**config.mk**
```make
export PLATFORM = sky130hd
export DESIGN_NAME = prog_launch_ctrl_flat
export DESIGN_NICKNAME = d
export VERILOG_FILES = /design/src/rtl/prog_launch_ctrl_if.sv /design/src/rtl/prog_launch_ctrl.sv /design/src/flat_wrapper.sv
export SDC_FILE = /design/constraint.sdc
export NUM_CORES = 1
export LEC_CHECK = 0
export CAP_MARGIN = 25
export CORE_MARGIN = 5
export CORE_UTILIZATION = 45
export DETAILED_ROUTE_END_ITERATION = 12
export PLACE_DENSITY = 0.71
export SETUP_SLACK_MARGIN = 0.4
export SLEW_MARGIN = 20
export SYNTH_ARGS = -nofsm -noshare
export SYNTH_HDL_FRONTEND = slang
export SYNTH_SLANG_ARGS = --single-unit
```
**constraint.sdc**
```tcl
create_clock -name Clk -period 5.75 [get_ports Clk]
set_input_delay 0.575 -clock Clk [delete_from_list [all_inputs] [get_ports Clk]]
set_output_delay 0.575 -clock Clk [all_outputs]
set_load 0.1 [all_outputs]
```
**src/rtl/prog_launch_ctrl_if.sv**
```systemverilog
// Host/processor run-control bundle for prog_launch_ctrl.
// The master side is the host plus processor model; the slave side is the controller.
interface prog_launch_ctrl_if #(
  parameter int CNT_W  = 32,
  parameter int RUNS_W = 8
);
  logic              HostGo;
  logic [RUNS_W-1:0] NumRuns;
  logic              Start;
  logic              Ack;
  logic              Busy;
  logic              Done;
  logic              TimedOut;
  logic [RUNS_W-1:0] RunIdx;
  logic [CNT_W-1:0]  CycleCount;
  logic [CNT_W-1:0]  TotalCycles;

  modport master (
    output HostGo, NumRuns, Ack,
    input  Start, Busy, Done, TimedOut, RunIdx, CycleCount, TotalCycles
  );

  modport slave (
    input  HostGo, NumRuns, Ack,
    output Start, Busy, Done, TimedOut, RunIdx, CycleCount, TotalCycles
  );
endinterface

```
**src/rtl/prog_launch_ctrl.sv**
```systemverilog
// Batch run controller: pulses processor Start, times each run to Ack,
// accumulates a saturating total and aborts a run on watchdog timeout.
module prog_launch_ctrl #(
  parameter int CNT_W     = 32,
  parameter int RUNS_W    = 8,
  parameter int START_LEN = 1,
  parameter int TIMEOUT   = 100000
) (
  input  logic              Clk,
  input  logic              Reset,
  prog_launch_ctrl_if.slave bus
);

  localparam logic [CNT_W-1:0] TIMEOUT_C   = CNT_W'(TIMEOUT);
  localparam logic [3:0]       START_LEN_C = 4'(START_LEN);

  typedef enum logic [2:0] {
    S_IDLE   = 3'd0,
    S_LAUNCH = 3'd1,
    S_ARM    = 3'd2,
    S_RUN    = 3'd3,
    S_FIN    = 3'd4
  } state_t;

  state_t            state_q;
  logic              start_q;
  logic              done_q;
  logic              timedout_q;
  logic [3:0]        slen_q;
  logic [CNT_W-1:0]  cnt_q;
  logic [RUNS_W-1:0] nruns_q;
  logic [RUNS_W-1:0] runidx_q;
  logic [CNT_W-1:0]  cyc_q;
  logic [CNT_W-1:0]  total_q;

  logic [CNT_W-1:0]  cnt_d;
  logic [RUNS_W-1:0] runidx_d;
  logic              tmo_hit;

  function automatic logic [CNT_W-1:0] sat_add(input logic [CNT_W-1:0] a,
                                               input logic [CNT_W-1:0] b);
    logic [CNT_W:0] s;
    s = {1'b0, a} + {1'b0, b};
    return s[CNT_W] ? {CNT_W{1'b1}} : s[CNT_W-1:0];
  endfunction

  // cnt_d is the run length including the current cycle.
  always_comb begin
    cnt_d    = (cnt_q == {CNT_W{1'b1}}) ? cnt_q : cnt_q + CNT_W'(1);
    runidx_d = runidx_q + RUNS_W'(1);
    tmo_hit  = (cnt_d >= TIMEOUT_C);
  end

  always_ff @(posedge Clk or negedge Reset) begin
    if (!Reset) begin
      state_q    <= S_IDLE;
      start_q    <= 1'b0;
      done_q     <= 1'b0;
      timedout_q <= 1'b0;
      slen_q     <= '0;
      cnt_q      <= '0;
      nruns_q    <= '0;
      runidx_q   <= '0;
      cyc_q      <= '0;
      total_q    <= '0;
    end else begin
      case (state_q)
        S_IDLE: begin
          if (bus.HostGo) begin
            nruns_q    <= bus.NumRuns;
            runidx_q   <= '0;
            cyc_q      <= '0;
            total_q    <= '0;
            timedout_q <= 1'b0;
            cnt_q      <= '0;
            if (bus.NumRuns != '0) begin
              state_q <= S_LAUNCH;
              start_q <= 1'b1;
              slen_q  <= 4'd1;
            end else begin
              state_q <= S_FIN;
              done_q  <= 1'b1;
            end
          end
        end
        S_LAUNCH: begin
          cnt_q <= cnt_d;
          if (slen_q == START_LEN_C) begin
            state_q <= S_ARM;
            start_q <= 1'b0;
          end else begin
            slen_q <= slen_q + 4'd1;
          end
        end
        // A stale Ack from the previous run must drop before timing starts to count completion.
        S_ARM: begin
          cnt_q <= cnt_d;
          if (tmo_hit) begin
            timedout_q <= 1'b1;
            state_q    <= S_FIN;
            done_q     <= 1'b1;
          end else if (!bus.Ack) begin
            state_q <= S_RUN;
          end
        end
        S_RUN: begin
          cnt_q <= cnt_d;
          if (bus.Ack) begin
            cyc_q    <= cnt_d;
            total_q  <= sat_add(total_q, cnt_d);
            runidx_q <= runidx_d;
            if (runidx_d == nruns_q) begin
              state_q <= S_FIN;
              done_q  <= 1'b1;
            end else begin
              state_q <= S_LAUNCH;
              start_q <= 1'b1;
              slen_q  <= 4'd1;
              cnt_q   <= '0;
            end
          end else if (tmo_hit) begin
            timedout_q <= 1'b1;
            state_q    <= S_FIN;
            done_q     <= 1'b1;
          end
        end
        S_FIN: begin
          done_q  <= 1'b0;
          state_q <= S_IDLE;
        end
        default: begin
          state_q <= S_IDLE;
          start_q <= 1'b0;
          done_q  <= 1'b0;
        end
      endcase
    end
  end

  assign bus.Start       = start_q;
  assign bus.Busy        = (state_q != S_IDLE);
  assign bus.Done        = done_q;
  assign bus.TimedOut    = timedout_q;
  assign bus.RunIdx      = runidx_q;
  assign bus.CycleCount  = cyc_q;
  assign bus.TotalCycles = total_q;

endmodule

```
**src/flat_wrapper.sv**
```systemverilog
// flat-port wrapper written by rule: the top's interface ports become plain ports
module prog_launch_ctrl_flat 
#(
  parameter int CNT_W     = 32,
  parameter int RUNS_W    = 8,
  parameter int START_LEN = 1,
  parameter int TIMEOUT   = 100000
)
  (Clk, Reset, bus_HostGo, bus_NumRuns, bus_Ack, bus_Start, bus_Busy, bus_Done, bus_TimedOut, bus_RunIdx, bus_CycleCount, bus_TotalCycles);
  prog_launch_ctrl_if #(.CNT_W(CNT_W), .RUNS_W(RUNS_W)) bus_i ();
  input  logic Clk;
  input  logic Reset;
  input wire logic [$bits(bus_i.HostGo)-1:0] bus_HostGo;
  input wire logic [$bits(bus_i.NumRuns)-1:0] bus_NumRuns;
  input wire logic [$bits(bus_i.Ack)-1:0] bus_Ack;
  output wire logic [$bits(bus_i.Start)-1:0] bus_Start;
  output wire logic [$bits(bus_i.Busy)-1:0] bus_Busy;
  output wire logic [$bits(bus_i.Done)-1:0] bus_Done;
  output wire logic [$bits(bus_i.TimedOut)-1:0] bus_TimedOut;
  output wire logic [$bits(bus_i.RunIdx)-1:0] bus_RunIdx;
  output wire logic [$bits(bus_i.CycleCount)-1:0] bus_CycleCount;
  output wire logic [$bits(bus_i.TotalCycles)-1:0] bus_TotalCycles;
  assign bus_i.HostGo = bus_HostGo;
  assign bus_i.NumRuns = bus_NumRuns;
  assign bus_i.Ack = bus_Ack;
  assign bus_Start = bus_i.Start;
  assign bus_Busy = bus_i.Busy;
  assign bus_Done = bus_i.Done;
  assign bus_TimedOut = bus_i.TimedOut;
  assign bus_RunIdx = bus_i.RunIdx;
  assign bus_CycleCount = bus_i.CycleCount;
  assign bus_TotalCycles = bus_i.TotalCycles;
  prog_launch_ctrl #(.CNT_W(CNT_W), .RUNS_W(RUNS_W), .START_LEN(START_LEN), .TIMEOUT(TIMEOUT)) u_core (.Clk(Clk), .Reset(Reset), .bus(bus_i));
endmodule
```
# Word-level counts from Yosys, hierarchy flattened
# Cells that the tools add are included.
[totals] ff_bits=122 inputBits=12 out_inout_bits=76
[classes] bitwise_logic=2 n_eq_ne=18 reduce_logical=17 n_lt_le_gt_ge=1 n_mux=44 n_addsub=4
[op_table] op="$mux W32" count=7
[op_table] op="$pmux W32 S2" count=2
[op_table] op="$pmux W32 S3" count=1
[op_table] op="$add A32 B32 Y33" count=1
[op_table] op="$add A32 B1 Y32 const B" count=1
[op_table] op="$eq A32 B32 Y1 const B" count=1
[op_table] op="$ge A32 B17 Y1 const B" count=1
[op_table] op="$mux W3" count=8
[op_table] op="$mux W4" count=5
[op_table] op="$mux W8" count=2
[op_table] op="$pmux W8 S2" count=1
[op_table] op="$mux W1" count=13
[op_table] op="$ne A2 B2 Y1 const B" count=6
[op_table] op="$pmux W3 S4" count=1
[op_table] op="$pmux W4 S3" count=1
[op_table] op="$reduce_and A6 Y1" count=2
[op_table] op="$reduce_bool A3 Y1" count=4
[op_table] op="$ne A3 B2 Y1 const B" count=3
[op_table] op="$add A8 B1 Y8 const B" count=1
[op_table] op="$eq A8 B8 Y1" count=1
[op_table] op="$pmux W1 S4" count=2
[op_table] op="$reduce_and A4 Y1" count=2
[op_table] op="$reduce_bool A8 Y1" count=1
[op_table] op="$eq A3 B2 Y1 const B" count=2
[op_table] op="12 further kinds" count=17

# Logic depth before layout (Yosys ltp)
[logic_depth] depth_word=6 mapped_depth=21 depth_no_buf=18

# Least setup slack after synthesis
# No wires, ideal clock.
[synth_path] path_kind="register to register" startpoint="register u_core.cnt_q[0]" endpoint="register u_core.total_q[28] (netlist: u_core.bus.TotalCycles[28])" synth_period_minus_slack_ps=4795 path_buffers=3 setup_slack_ps=955 t_arrival_ps=4653 stages_incl_launch_ff=21 required_time_ps=5609 path_cell_list="dfrtp_1 -> ha_1 -> nand3_1 -> or4_4 -> o31ai_4 -> buf_6 -> nor2_1 -> nand2_1 -> xor2_1 -> inv_1 -> ha_1 -> a21oi_1 -> o21ai_0 -> and3_1 -> or4_1 -> o21ai_0 -> a22o_1 -> o21a_1 -> clkbuf_1 -> buf_1 -> a31oi_1"
[synth_between] elab_chain_cells=6
[synth_lines] element="start, declared" line_no="prog_launch_ctrl.sv:30" text="logic [CNT_W-1:0] cnt_q;"
[synth_lines] element="start signal, assigned" line_no="prog_launch_ctrl.sv:87" text="cnt_q <= cnt_d;"
[synth_lines] element="start signal, assigned" line_no="prog_launch_ctrl.sv:97" text="cnt_q <= cnt_d;"
[synth_lines] element="start signal, assigned" line_no="prog_launch_ctrl.sv:107" text="cnt_q <= cnt_d;"
[synth_lines] element="$add A32 B1 Y32 / $eq A32 B32 Y1 (equally long branches)" line_no="prog_launch_ctrl.sv:49" text="cnt_d = (cnt_q == {CNT_W{1'b1}}) ? cnt_q : cnt_q + CNT_W'(1);"
[synth_lines] element="$mux W32 (*)" line_no="prog_launch_ctrl.sv:49"
[synth_lines] element="$add A32 B32 Y33 (*)" line_no="prog_launch_ctrl.sv:43" text="s = {1'b0, a} + {1'b0, b};"
[synth_lines] element="$mux W32 (*)" line_no="prog_launch_ctrl.sv:44" text="return s[CNT_W] ? {CNT_W{1'b1}} : s[CNT_W-1:0];"
[synth_lines] element="$mux W32 (*)" line_no="prog_launch_ctrl.sv:108" text="if (bus.Ack) begin"
[synth_lines] element="$pmux W32 S2 (*)" line_no="prog_launch_ctrl.sv:67" text="case (state_q)"
[synth_lines] element="end signal, assigned" line_no="prog_launch_ctrl.sv:110" text="total_q <= sat_add(total_q, cnt_d);"
[synth_lines] element="end, declared" line_no="prog_launch_ctrl.sv:34" text="logic [CNT_W-1:0] total_q;"
# Every way passes the cells marked *; elsewhere a longest branch is shown, timed or not. The select of a mux whose other input is x is not followed.
# A chain may end at the register's enable or synchronous reset.

# Worst setup path in the final report
[layout_path] startpoint="register u_core.cnt_q[0]" endpoint="register u_core.total_q[31] (netlist: u_core.bus.TotalCycles[31])"
# Same word-level chain as after synthesis.

==> results.md <==
* Ys flop type: dfrtp_1
* HPWL Detailed at 15.4 mm
* DIE WIDTH at 143 um
* Worst EP required at 6090 ps
* Worst Path Arrival at 5400 ps
* Max-Cap Viols at 0
* Slowest CP cell: or4_4
* Die height at 143 um
* DRT antenna net count at 0
* Vias at 7375
* I/O pins at 88
* PD cells at 493 mW/mm2
* CP Class: register to register
* Static Leakage at 4.18 nW
* Combinational power share at 51.6%
* Seq/Total Area, Yosys at 38.5%
* CTS clk-pin slew, worst paths at 60 ps
* Largest net degree at the start of global routing at 88
* Seq pwr share at 26.5%
* Post-Syn Area at 0.00793 mm2
* DP Area at 0.00894 mm2
* Internal power at 2.34 mW
* Starting Density at 45.9%
* Critical Path Sink Type: register
* First-pass DRT Iterations at 5
* Final WL at 22.6 mm
* Area of the multi-input gates at 0.00455 mm2
* CP peak stage delay at 590 ps
* P&R area growth vs syn at 20.7%
* Synth area leader: dfrtp_1
* CP Cell Sequence: ha_2, nand3_1, or4_4, o31a_1, nand2_1, nor3_1, xnor2_1, inv_1, ha_1, o21ai_0, o21bai_1, nor2_1, and3_1, o41a_1, o41ai_4, nand3_1, a211o_1, nand3_1
* Die area at 0.0204 mm2
* Max IR drop VDD at 0.000441 V
* Switch Pwr at 2.38 mW
* Setup TNS at 0 ps
* Initial antenna violation count at 0
* Seq cells post-synth at 122
* Fmax at 0.198 GHz
* Vias in the first global route at 7183
* 1st-iter DRT viols at 606
* Core ar. at 0.0173 mm2
* Synthesized area per cell at 8.39 um2
* Final WS setup at 698 ps
* GRT Overall Usage at 22.5%
* Critical Path Fanout Max at 7
* Synth cell count leaders: nand2_1, dfrtp_1, o21ai_0
* Count leader, synth: nand2_1
* Clock Sinks at 122
* Routed wire per std cell at 18.1 um
* Final hold viol count at 0
* # DRC at 0
* Run status: completed
* Remaining Overflow, GRT at 0
* Fin crit share at 87.9%
* Max_slew headroom at 31.8%
* Number of flops mapped to enable cells by yosys at 0
* Nature of the critical path startpoint: register
* Yosys warns at 0
* Instance count of the mapped netlist at 946
* PortBufs at 87
* Fin area at 0.00958 mm2
* Ys async rst share at 100%
* Synth area leaders: dfrtp_1, nand2_1, ha_1
* CTS tree: done
* Final Wtd Congestion at 0.925
* Setup WS pre-CTS at 524 ps
* Top cell type's share of synthesized area at 38.5%
* Net Sw Frac at 50.3%
* Max Root-Sink Buffers at 2
* Seq. cell area at 0.00305 mm2
* Fin nets at 1061
* Layout cells sized above 1 at 7.14%
* HP Class: input port to asynchronous set/reset pin
* Post-Syn Nets at 995
* H-tree levels at 4
* Via/cell ratio at 5.91
* FP Rows at 48
* CTS Hold Bufs at 0
* Worst slew pin tran at 1020 ps
* RSZ-0062 raised after global routing: yes
* CTS root buffer: clkbuf_16
* Synth unique cells at 72
* Slew Viols, Final at 0
* Period minus WS final at 5050 ps
* Num CTS Buffers at 17
* Final setup vio count at 0
* # fillers at 1585
* Setup Skew at 8.01 ps
* Critical path's most frequent cell: nand3_1
* # diodes at 0
* Clock power frac at 21.9%
* First-pass GRT wire length at 36.9 mm
* Clock Latency Late Sink at 420 ps
-- path summary, 6_finish.rpt --
path | slack, ps | to | start | depth (start not counted)
max in group asynchronous | 4680 | u_core.cnt_q[16] | Reset | 2
max | 700 | u_core.bus.TotalCycles[31] | u_core.cnt_q[0] | 18
max reg2reg | 700 | u_core.bus.TotalCycles[31] | u_core.cnt_q[0] | 18
min in group Clk | 490 | u_core.slen_q[3] | u_core.slen_q[3] | 1
min reg2reg | 490 | u_core.slen_q[3] | u_core.slen_q[3] | 1
min | 50 | u_core.nruns_q[0] | Reset | 1
-- logic make-up after synthesis --
| family | after synthesis | synth area share (%) |
|---|---|---|
| AO/OA/AOI/OAI | 273 | 20.9 |
| XOR/XNOR | 64 | 7.68 |
| adder cells (fa/ha/maj) | 37 | 5.93 |
| buffers and inverters | 87 | 4.70 |
| flip-flops | 122 | 38.5 |
| multiplexers | 3 | 0.394 |
| AND/OR/NAND/NOR | 360 | 22.0 |
-- per-stage QoR --
step	power, mW	util (%)	hold WS (ps)	cells
finish	4.72	55.4	52.1	1248
global route	4.97	55.4	63.6	1248
CTS	4.72	55.0	329	1246
detailed placement	3.65	51.7	476	1216
global placement	3.63	51.7	474	1216
floorplan	3.08	-	279	946
-- routing by layer --
layer / GRT usage, % / share of wire [%]
met5: 0 / 0
met4: 9.40 / 3.1
met3: 4.15 / 5.6
met2: 36.3 / 46
met1: 30.0 / 45
-- area by class of cell --
type | instances | share of cell area (%)
Timing Repair Buffer | 99 | 10.4
Clock buffer | 23 | 5.20
Inverter | 35 | 1.42
Tap cell | 225 | 2.94
Sequential cell | 122 | 31.9
Multi-Input combinational cell | 737 | 47.5
Clock inverter | 7 | 0.692
-- state kept, by name, indices dropped and copies added, names as in the netlist, 3 cells and up --
signal                  count
u_core.bus.CycleCount      32
u_core.bus.RunIdx           8
u_core.bus.TotalCycles     32
u_core.cnt_q               32
u_core.nruns_q              8
u_core.slen_q               4
u_core.state_q              3
-- what timing repair did --
item | in CTS | in global routing
gates resized for setup | 0 | 9
setup endpoints to repair | 0 | 32
buffers inserted | 0 | 1
-- cells in the final DEF (no fill, tap or decap), drive strengths merged, types with 4 or more instances in the layout --
cell           synthesis  final
a211oi                 5      5
a21o                   8      8
a21oi                 76     76
a22o                   5      5
a31oi                 30     30
and2                   6      6
and3                  11     11
buf                   14     13
clkbuf                38     23
clkdlybuf4s50          0     86
clkinv                 0      5
dfrtp                122    122
ha                    36     36
inv                   35     35
nand2                130    130
nand2b                 4      4
nand3                 58     58
nand4                 17     17
nor2                  71     71
nor2b                  6      6
nor3                  15     15
nor4                  14     14
o211ai                 5      5
o21a                   7      7
o21ai                 90     90
o21bai                 5      5
o31a                   4      4
o31ai                 14     14
o41ai                  5      5
or2                    5      5
or3                    7      7
or4                    8      8
xnor2                 32     32
xor2                  29     29
-- worst max-delay path, delay by kind of cell, from the launching register on --
family,cells,cell delay [ps]
fa+ha+maj,2,630
flops,1,450
buf+inv,1,110
simple gates,8,1570
compound gates,6,1870
xor+xnor,1,330
-- power groups by stage --
stage               Clock (mW)  Combinational [mW]  Sequential (mW)
global placement             0                2.38             1.25
finish                    1.04                2.43             1.25
floorplan                    0                1.06             2.02
CTS                       1.05                2.42             1.24
global route              1.09                2.61             1.27
detailed placement           0                2.40             1.25
(Power assumes the default switching activity.)
